File: src/rtl/btn_debounce_pulse.sv
// btn_debounce_pulse: synchronized, debounced push-button with press/release strobes, auto-repeat and a press counter
//   clk, rst (async, active-high) | btn_in raw button | repeat_en enables auto-repeat
//   btn_level debounced level | btn_pulse press/repeat strobe | btn_release release strobe | press_count pulse tally
module btn_debounce_pulse #(
  parameter int DEB_CYCLES  = 1_000_000,
  parameter int HOLD_CYCLES = 50_000_000,
  parameter int REP_CYCLES  = 10_000_000,
  parameter int CNT_W       = 32
) (
  input  logic       clk,
  input  logic       rst,
  input  logic       btn_in,
  input  logic       repeat_en,
  output logic       btn_level,
  output logic       btn_pulse,
  output logic       btn_release,
  output logic [7:0] press_count
);
  typedef enum logic [1:0] {IDLE, PRESS_WAIT, PRESSED, RELEASE_WAIT} state_t;
  localparam logic [CNT_W-1:0] DEB_MAX  = CNT_W'(DEB_CYCLES - 1);
  localparam logic [CNT_W-1:0] HOLD_MAX = CNT_W'(HOLD_CYCLES - 1);
  localparam logic [CNT_W-1:0] HOLD_RLD = CNT_W'(HOLD_CYCLES - REP_CYCLES);
  state_t state, state_nx;
  logic sync0, btn_s;
  logic [CNT_W-1:0] deb_cnt, deb_nx, hold_cnt, hold_nx;
  logic level_nx, pulse_nx, rel_nx;
  always_ff @(posedge clk or posedge rst)
    if (rst) begin
      sync0       <= 1'b0;
      btn_s       <= 1'b0;
      state       <= IDLE;
      deb_cnt     <= '0;
      hold_cnt    <= '0;
      btn_level   <= 1'b0;
      btn_pulse   <= 1'b0;
      btn_release <= 1'b0;
      press_count <= '0;
    end else begin
      sync0       <= btn_in;
      btn_s       <= sync0;
      state       <= state_nx;
      deb_cnt     <= deb_nx;
      hold_cnt    <= hold_nx;
      btn_level   <= level_nx;
      btn_pulse   <= pulse_nx;
      btn_release <= rel_nx;
      press_count <= press_count + 8'(pulse_nx);
    end
  // Hold counter freezes during RELEASE_WAIT so a bounced release resumes the repeat schedule.
  always_comb begin
    state_nx = state;
    deb_nx   = deb_cnt;
    hold_nx  = hold_cnt;
    level_nx = btn_level;
    pulse_nx = 1'b0;
    rel_nx   = 1'b0;
    case (state)
      IDLE:
        if (btn_s) begin
          state_nx = PRESS_WAIT;
          deb_nx   = '0;
        end
      PRESS_WAIT:
        if (!btn_s) state_nx = IDLE;
        else if (deb_cnt == DEB_MAX) begin
          state_nx = PRESSED;
          level_nx = 1'b1;
          pulse_nx = 1'b1;
          hold_nx  = '0;
        end else deb_nx = deb_cnt + 1'b1;
      PRESSED:
        if (!btn_s) begin
          state_nx = RELEASE_WAIT;
          deb_nx   = '0;
        end else if (hold_cnt != HOLD_MAX) hold_nx = hold_cnt + 1'b1;
        else if (repeat_en) begin
          pulse_nx = 1'b1;
          hold_nx  = HOLD_RLD;
        end
      RELEASE_WAIT:
        if (btn_s) state_nx = PRESSED;
        else if (deb_cnt == DEB_MAX) begin
          state_nx = IDLE;
          level_nx = 1'b0;
          rel_nx   = 1'b1;
        end else deb_nx = deb_cnt + 1'b1;
      default: state_nx = IDLE;
    endcase
  end
endmodule

File: config.mk
export PLATFORM = sky130hd
export DESIGN_NAME = btn_debounce_pulse
export DESIGN_NICKNAME = d
export VERILOG_FILES = /design/src/rtl/btn_debounce_pulse.sv
export SDC_FILE = /design/constraint.sdc
export NUM_CORES = 1
export LEC_CHECK = 0
export BUFFER_PORTS_ARGS = -buffer_cell sky130_fd_sc_hd__clkbuf_2
export CORE_ASPECT_RATIO = 1.5
export CORE_MARGIN = 4
export CORE_UTILIZATION = 55
export CTS_BUF_LIST = sky130_fd_sc_hd__clkbuf_4
export CTS_CLUSTER_SIZE = 25
export DETAILED_ROUTE_END_ITERATION = 6
export HOLD_SLACK_MARGIN = 0.03
export PLACE_DENSITY = 0.79
export REMOVE_ABC_BUFFERS = 1
export SETUP_SLACK_MARGIN = 0.4
export SYNTH_ARGS = -nofsm -noshare
export SYNTH_HDL_FRONTEND = slang
export SYNTH_SLANG_ARGS = --single-unit
File: constraint.sdc
create_clock -name clk -period 3.05 [get_ports clk]
set_clock_uncertainty 0.1 [all_clocks]
set_input_delay 0.305 -clock clk [delete_from_list [all_inputs] [get_ports clk]]
set_output_delay 0.305 -clock clk [all_outputs]
set_load 0.02 [all_outputs]
==> reports/qor.yml, run 1 <==
ys_seq_elements: 79
numCtsBuffers: 9
finalMaxSlewViolations: 0
overflow: 0
drc: 0
vias: 4017
min_period_over_period_pct: 85.7
first_iter_violations: 266
via_per_inst: 6.47
ys_async_sr_fraction_pct: 100
combPwrFrac_pct: 33.9
clock_path_buffers: 2
drv_cap: 0
path_clk_slew_ns: 0.14
setup_ws_ns: 0.435
design_area_um2: 4980
power_density_nw_per_um2: 562
ff2ff_path_depth: 11
hold_path_class: "primary input to register"
synth_top_cells_by_count: "dfrtp_1 (79), nor2_1 (53), nand2_1 (42), o21ai_0 (39), nand3_1 (29)"
post-place-ws_ns: 0.241
setup_tns_ns: 0
ir_drop_v: 0.000360
yosysUniqueCellTypes: 53
clk_latency_ns: 0.45
max_clock_freq_mhz: 382
place.port_buffers: 14
hpwl_um: 7830
num_rows: 39
p_clk_share_pct: 23.2
synthToLayoutAreaGrowth_pct: 12.8
status: "complete, no violations"
setup-violations-final: 0
synth_area_leaders: "dfrtp_1 (45%), nor2_1 (4.5%), o21ai_0 (4.4%)"
first_pass_iters: 5
timing.hold.ws_ns: 0.221
cellLeakagePower_nw: 2.10
avgSynthCellArea_um2: 9.09
netlist_area_um2: 4420
antenna_cells: 0
r2r_end: "press_count[6]"
yosysSeqAreaShare_pct: 44.8
die-height_um: 118
worstSetupPathType: "register to register"
antenna_found_initial: 0
tightestPinTransition_ns: 0.846
syn_inst: 486
wl_per_cell_um: 18.4
routabilityCongestion: 0.966
crit_path_end_kind: "register"
synth_edf_count: 0
switching_share_pct: 39.7
p_int_w: 0.00169
yosysMostFrequentCell: "dfrtp_1"
finalHoldViolCount: 0
power.switching_w: 0.00111
ios: 15
rrSetupSlack_ns: 0.43
die_w_um: 81.2
synth_top_area_share_pct: 44.8
grt_pass1_wl_um: 19100
grt_max_degree: 40
root_buffer: "clkbuf_4"
hp-start: "repeat_en"
final_util_pct: 64.6
core_um2: 7710
yosys.area.top_type: "dfrtp_1"
min_period_ns: 2.62
dieArea_um2: 9560
placed_area_um2: 4630
grt_pass1_vias: 3987
min_path_cells: 4
cp_max_fo: 5
critPathArrivalTime_ns: 2.85
gr-usage-all-layers_pct: 25.4
nNetsFinal: 526
yosysWarnings: 0
cts_max_level: 3
rsz0062_at_grt: "yes"
p_seq_share_pct: 42.9
cts.sinks: 79
cts_tree: "yes"
worst_setup_path_start_kind: "register"
relSlewSlack_pct: 43.0
timing.rr.start: "hold_cnt[0]"
ant_nets: 0
ys.flop_type: "dfrtp_1"
worstHoldEndpoint: "btn_pulse"
initial_core_util_pct: 57.3
drive_above_1_share_pct: 16.6
routed_wl_um: 11400
required_ns: 3.29
==> power groups by stage <==
stage / Sequential (W) / Clock (W) / Combinational (W)
after CTS: 0.00119 / 0.000657 / 0.000888
final: 0.00120 / 0.000649 / 0.000948
after global placement: 0.00120 / 0 / 0.000838
after global routing: 0.00121 / 0.000706 / 0.00104
after floorplan: 0.00119 / 0 / 0.000580
after detailed placement: 0.00121 / 0 / 0.000859
==> layout make-up <==
cell class	instances	area (um^2)
Multi-Input combinational cell	376	2440
Timing Repair Buffer	37	248
Sequential cell	79	1980
Inverter	11	42.5
Fill cell	633	2730
Tap cell	102	128
Clock inverter	6	71.3
Clock buffer	10	75.1
==> state kept, by name (all words and copies together) (netlist names), named ones only <==
register and flops:
btn_pulse 1, state 1, hold_cnt 32, deb_cnt 32, sync0 1, btn_s 1
btn_level 1, btn_release 1, press_count 8
==> per-layer routing <==
layer	GRT usage [%]	up-vias	share of wire (%)
li1	-	1849	-
met1	29.5	1954	38
met2	43.3	160	53
met3	4.21	54	4.8
met4	14.1	0	4.6
met5	0	-	0
==> worst max-delay path, cell delays in order, from the launching register on <==
cell and delay, ns:
dfrtp_1 0.45, ha_4 0.18, and4_4 0.26, nand4_1 0.21, nor2_4 0.19, a31oi_1 0.10, nor2_1 0.20, ha_2 0.23
ha_2 0.19, and3_4 0.18, nand3_1 0.09, xnor2_1 0.13
==> timing repair <==
action	4_1_cts	5_1_grt
cloned	1	0
resized for setup	5	25
setup buffers	0	7
setup endpoints to repair	14	33
pin swaps	1	10
endpoints found under the hold margin	38	0
hold buffers	2	0
==> cell usage in the layout, fill, tap and decap left out, types with 14 or more instances in the layout <==
cell type | synthesis | layout
buf_4 | 0 | 21
clkbuf_2 | 0 | 14
dfrtp_1 | 79 | 76
nand2_1 | 42 | 41
nand3_1 | 29 | 29
nand4_1 | 24 | 24
nor2_1 | 53 | 52
o21ai_0 | 39 | 38
o31ai_1 | 20 | 19
xor2_1 | 19 | 19
==> cells by family (layout without fill, tap and decap cells) <==
| kind of cell | count (synthesis) | in the layout | synth area share (%) |
|---|---|---|---|
| AND/OR/NAND/NOR | 231 | 232 | 28.8 |
| AO/OA/AOI/OAI | 108 | 108 | 15.5 |
| flip-flops | 79 | 79 | 44.8 |
| buffers and inverters | 32 | 64 | 3.09 |
| XOR/XNOR | 26 | 26 | 5.16 |
| adder cells (fa/ha/maj) | 8 | 8 | 2.27 |
| multiplexers | 2 | 2 | 0.453 |
==> through the flow <==
stage | total power, W | instances
after floorplan | 0.00177 | 465
after global placement | 0.00204 | 595
after detailed placement | 0.00207 | 595
after CTS | 0.00273 | 614
after global routing | 0.00296 | 621
final | 0.00280 | 621
==> how the worst max path moves through the flow <==
stage / from / endpoint / slack (ns) / cells after the start
after floorplan: hold_cnt[0] / hold_cnt[3] / 0.35 / 6
after CTS: hold_cnt[0] / press_count[6] / 0.33 / 11
final: hold_cnt[0] / press_count[6] / 0.43 / 11
after detailed placement: hold_cnt[16] / press_count[6] / 0.24 / 10
after global placement: deb_cnt[6] / hold_cnt[17] / 0.36 / 6
after global routing: deb_cnt[1] / press_count[6] / 0.32 / 12
(Power assumes the default switching activity.)
==> run 2: changes to the inputs <==
clock period = 2.96 ns   (was 3.05 ns; I/O delays follow)
==> run 2 against run 1 <==
  * Maximum frequency increased by 3.6%
  * Non-clock buffer count increased by 11
  * Total power increased by 5.7%
  * Worst hold slack improved by 0.0032 ns
  * Critical path depth decreased by 5
  * Sequential share of layout area decreased by 0.41 points
  * Setup slack improved by 0.0019 ns
  * Sequential power about the same
  * Largest power group unchanged
==> reports/qor.yml, run 2 (synthesized netlist as in run 1, its figures left out) <==
status: "complete, no violations"
clock_path_buffers: 2
timing.rr.start: "deb_cnt[20]"
final_cell_mix: "dfrtp_1 (72), nor2_1 (51), nand2_1 (40), o21ai_0 (38), buf_4 (30)"
setup-violations-final: 0
ant_nets: 0
root_buffer: "clkbuf_4"
cp_max_fo: 12
cts.sinks: 79
rrSetupSlack_ns: 0.44
worstSetupPathType: "register to register"
hold_path_class: "primary input to register"
finalMaxSlewViolations: 0
routed_wl_um: 11200
nNetsFinal: 536
synthToLayoutAreaGrowth_pct: 14.3
setup_tns_ns: 0
worstSetupStartpoint: "deb_cnt[20]"
max_clock_freq_mhz: 396
post-place-ws_ns: 0.233
routabilityCongestion: 0.937
hpwl_um: 7840
gr-usage-all-layers_pct: 24.6
design_area_um2: 5050
min_period_ns: 2.52
crit_path_end_kind: "register"
finalHoldViolCount: 0
setup_ws_ns: 0.437
power_density_nw_per_um2: 586
via_per_inst: 6.47
timing.hold.ws_ns: 0.225
grt_pass1_vias: 3863
cts_max_level: 3
ir_drop_v: 0.000331
die_w_um: 81.2
overflow: 0
initial_core_util_pct: 57.3
antenna_found_initial: 0
worst_setup_path_start_kind: "register"
layout_commonest_cell: "dfrtp_1"
critPathArrivalTime_ns: 2.83
top_regs: "deb_cnt x32, hold_cnt x32, press_count x8"
total_power_w: 0.00296
numCtsBuffers: 9
core_um2: 7710
cts_tree: "yes"
fill_cells: 621
grt_pass1_wl_um: 18300
ios: 15
drv_cap: 0
drive_above_1_share_pct: 19.3
first_pass_iters: 7
relSlewSlack_pct: 46.6
clk_latency_ns: 0.46
vias: 4080
path_clk_slew_ns: 0.13
min_period_over_period_pct: 85.2
required_ns: 3.26
tightestPinTransition_ns: 0.800
first_iter_violations: 341
cellLeakagePower_nw: 2.17
dieArea_um2: 9560
grt_max_degree: 46
rsz0062_at_grt: "yes"
place.port_buffers: 14
wl_per_cell_um: 17.8
antenna_cells: 0
num_rows: 39
hp-start: "repeat_en"
die-height_um: 118
placed_area_um2: 4660
drc: 0
[run 2: final timing paths]
path                               endpoint  cells after the start
worst max-delay path            hold_cnt[7]                      6
worst min-delay path              btn_pulse                      4
worst max register to register  hold_cnt[7]                      6
worst min register to register        btn_s                      0
max in group asynchronous       hold_cnt[9]                      4
min in group asynchronous       deb_cnt[20]                      3
[run 2: metal layers]
metal	global-route usage [%]	up-vias	part of all wire, %
li1	-	1873	-
met1	28.9	2001	38
met2	41.0	162	53
met3	4.44	44	5.2
met4	14.2	0	4.0
met5	0	-	0
[run 2: critical path, cell delays in order, from the launching register on]
cell and delay (ns):
dfrtp_1 0.47, nor4b_2 0.33, and4_4 0.29, a21boi_2 0.07
or4_4 0.57, or4_1 0.54, o21ai_1 0.09
[run 2: where the power goes]
| part | internal, W | leakage [nW] | switching, W | total, W |
|---|---|---|---|---|
| clock network | 0.000258 | 0.0739 | 0.000416 | 0.000674 |
| registers | 0.00115 | 1.08 | 0.0000757 | 0.00122 |
| logic | 0.000384 | 1.02 | 0.000678 | 0.00106 |
| total | 0.00179 | 2.17 | 0.00117 | 0.00296 |
[run 2: area by class of cell]
| class | count | area [um^2] | area share [%] |
|---|---|---|---|
| Inverter | 11 | 42.5 | 0.843 |
| Clock buffer | 9 | 67.6 | 1.34 |
| Timing Repair Buffer | 48 | 347 | 6.87 |
| Tap cell | 102 | 128 | 2.53 |
| Multi-Input combinational cell | 375 | 2400 | 47.6 |
| Sequential cell | 79 | 1990 | 39.3 |
| Clock inverter | 7 | 72.6 | 1.44 |
[run 2: what timing repair did]
item | CTS | global route
hold endpoints to repair | 44 | 0
endpoints found under the setup margin | 16 | 41
pin swaps | 4 | 6
resized for setup | 9 | 24
hold buffers | 2 | 0
buffers inserted | 5 | 10
[run 2: through the flow]
| step | std cells | util (%) |
|---|---|---|
| detailed placement | 598 | 60.5 |
| finish | 631 | 65.5 |
| global route | 631 | 65.5 |
| global placement | 598 | 60.5 |
| CTS | 621 | 63.5 |
| floorplan | 465 | - |
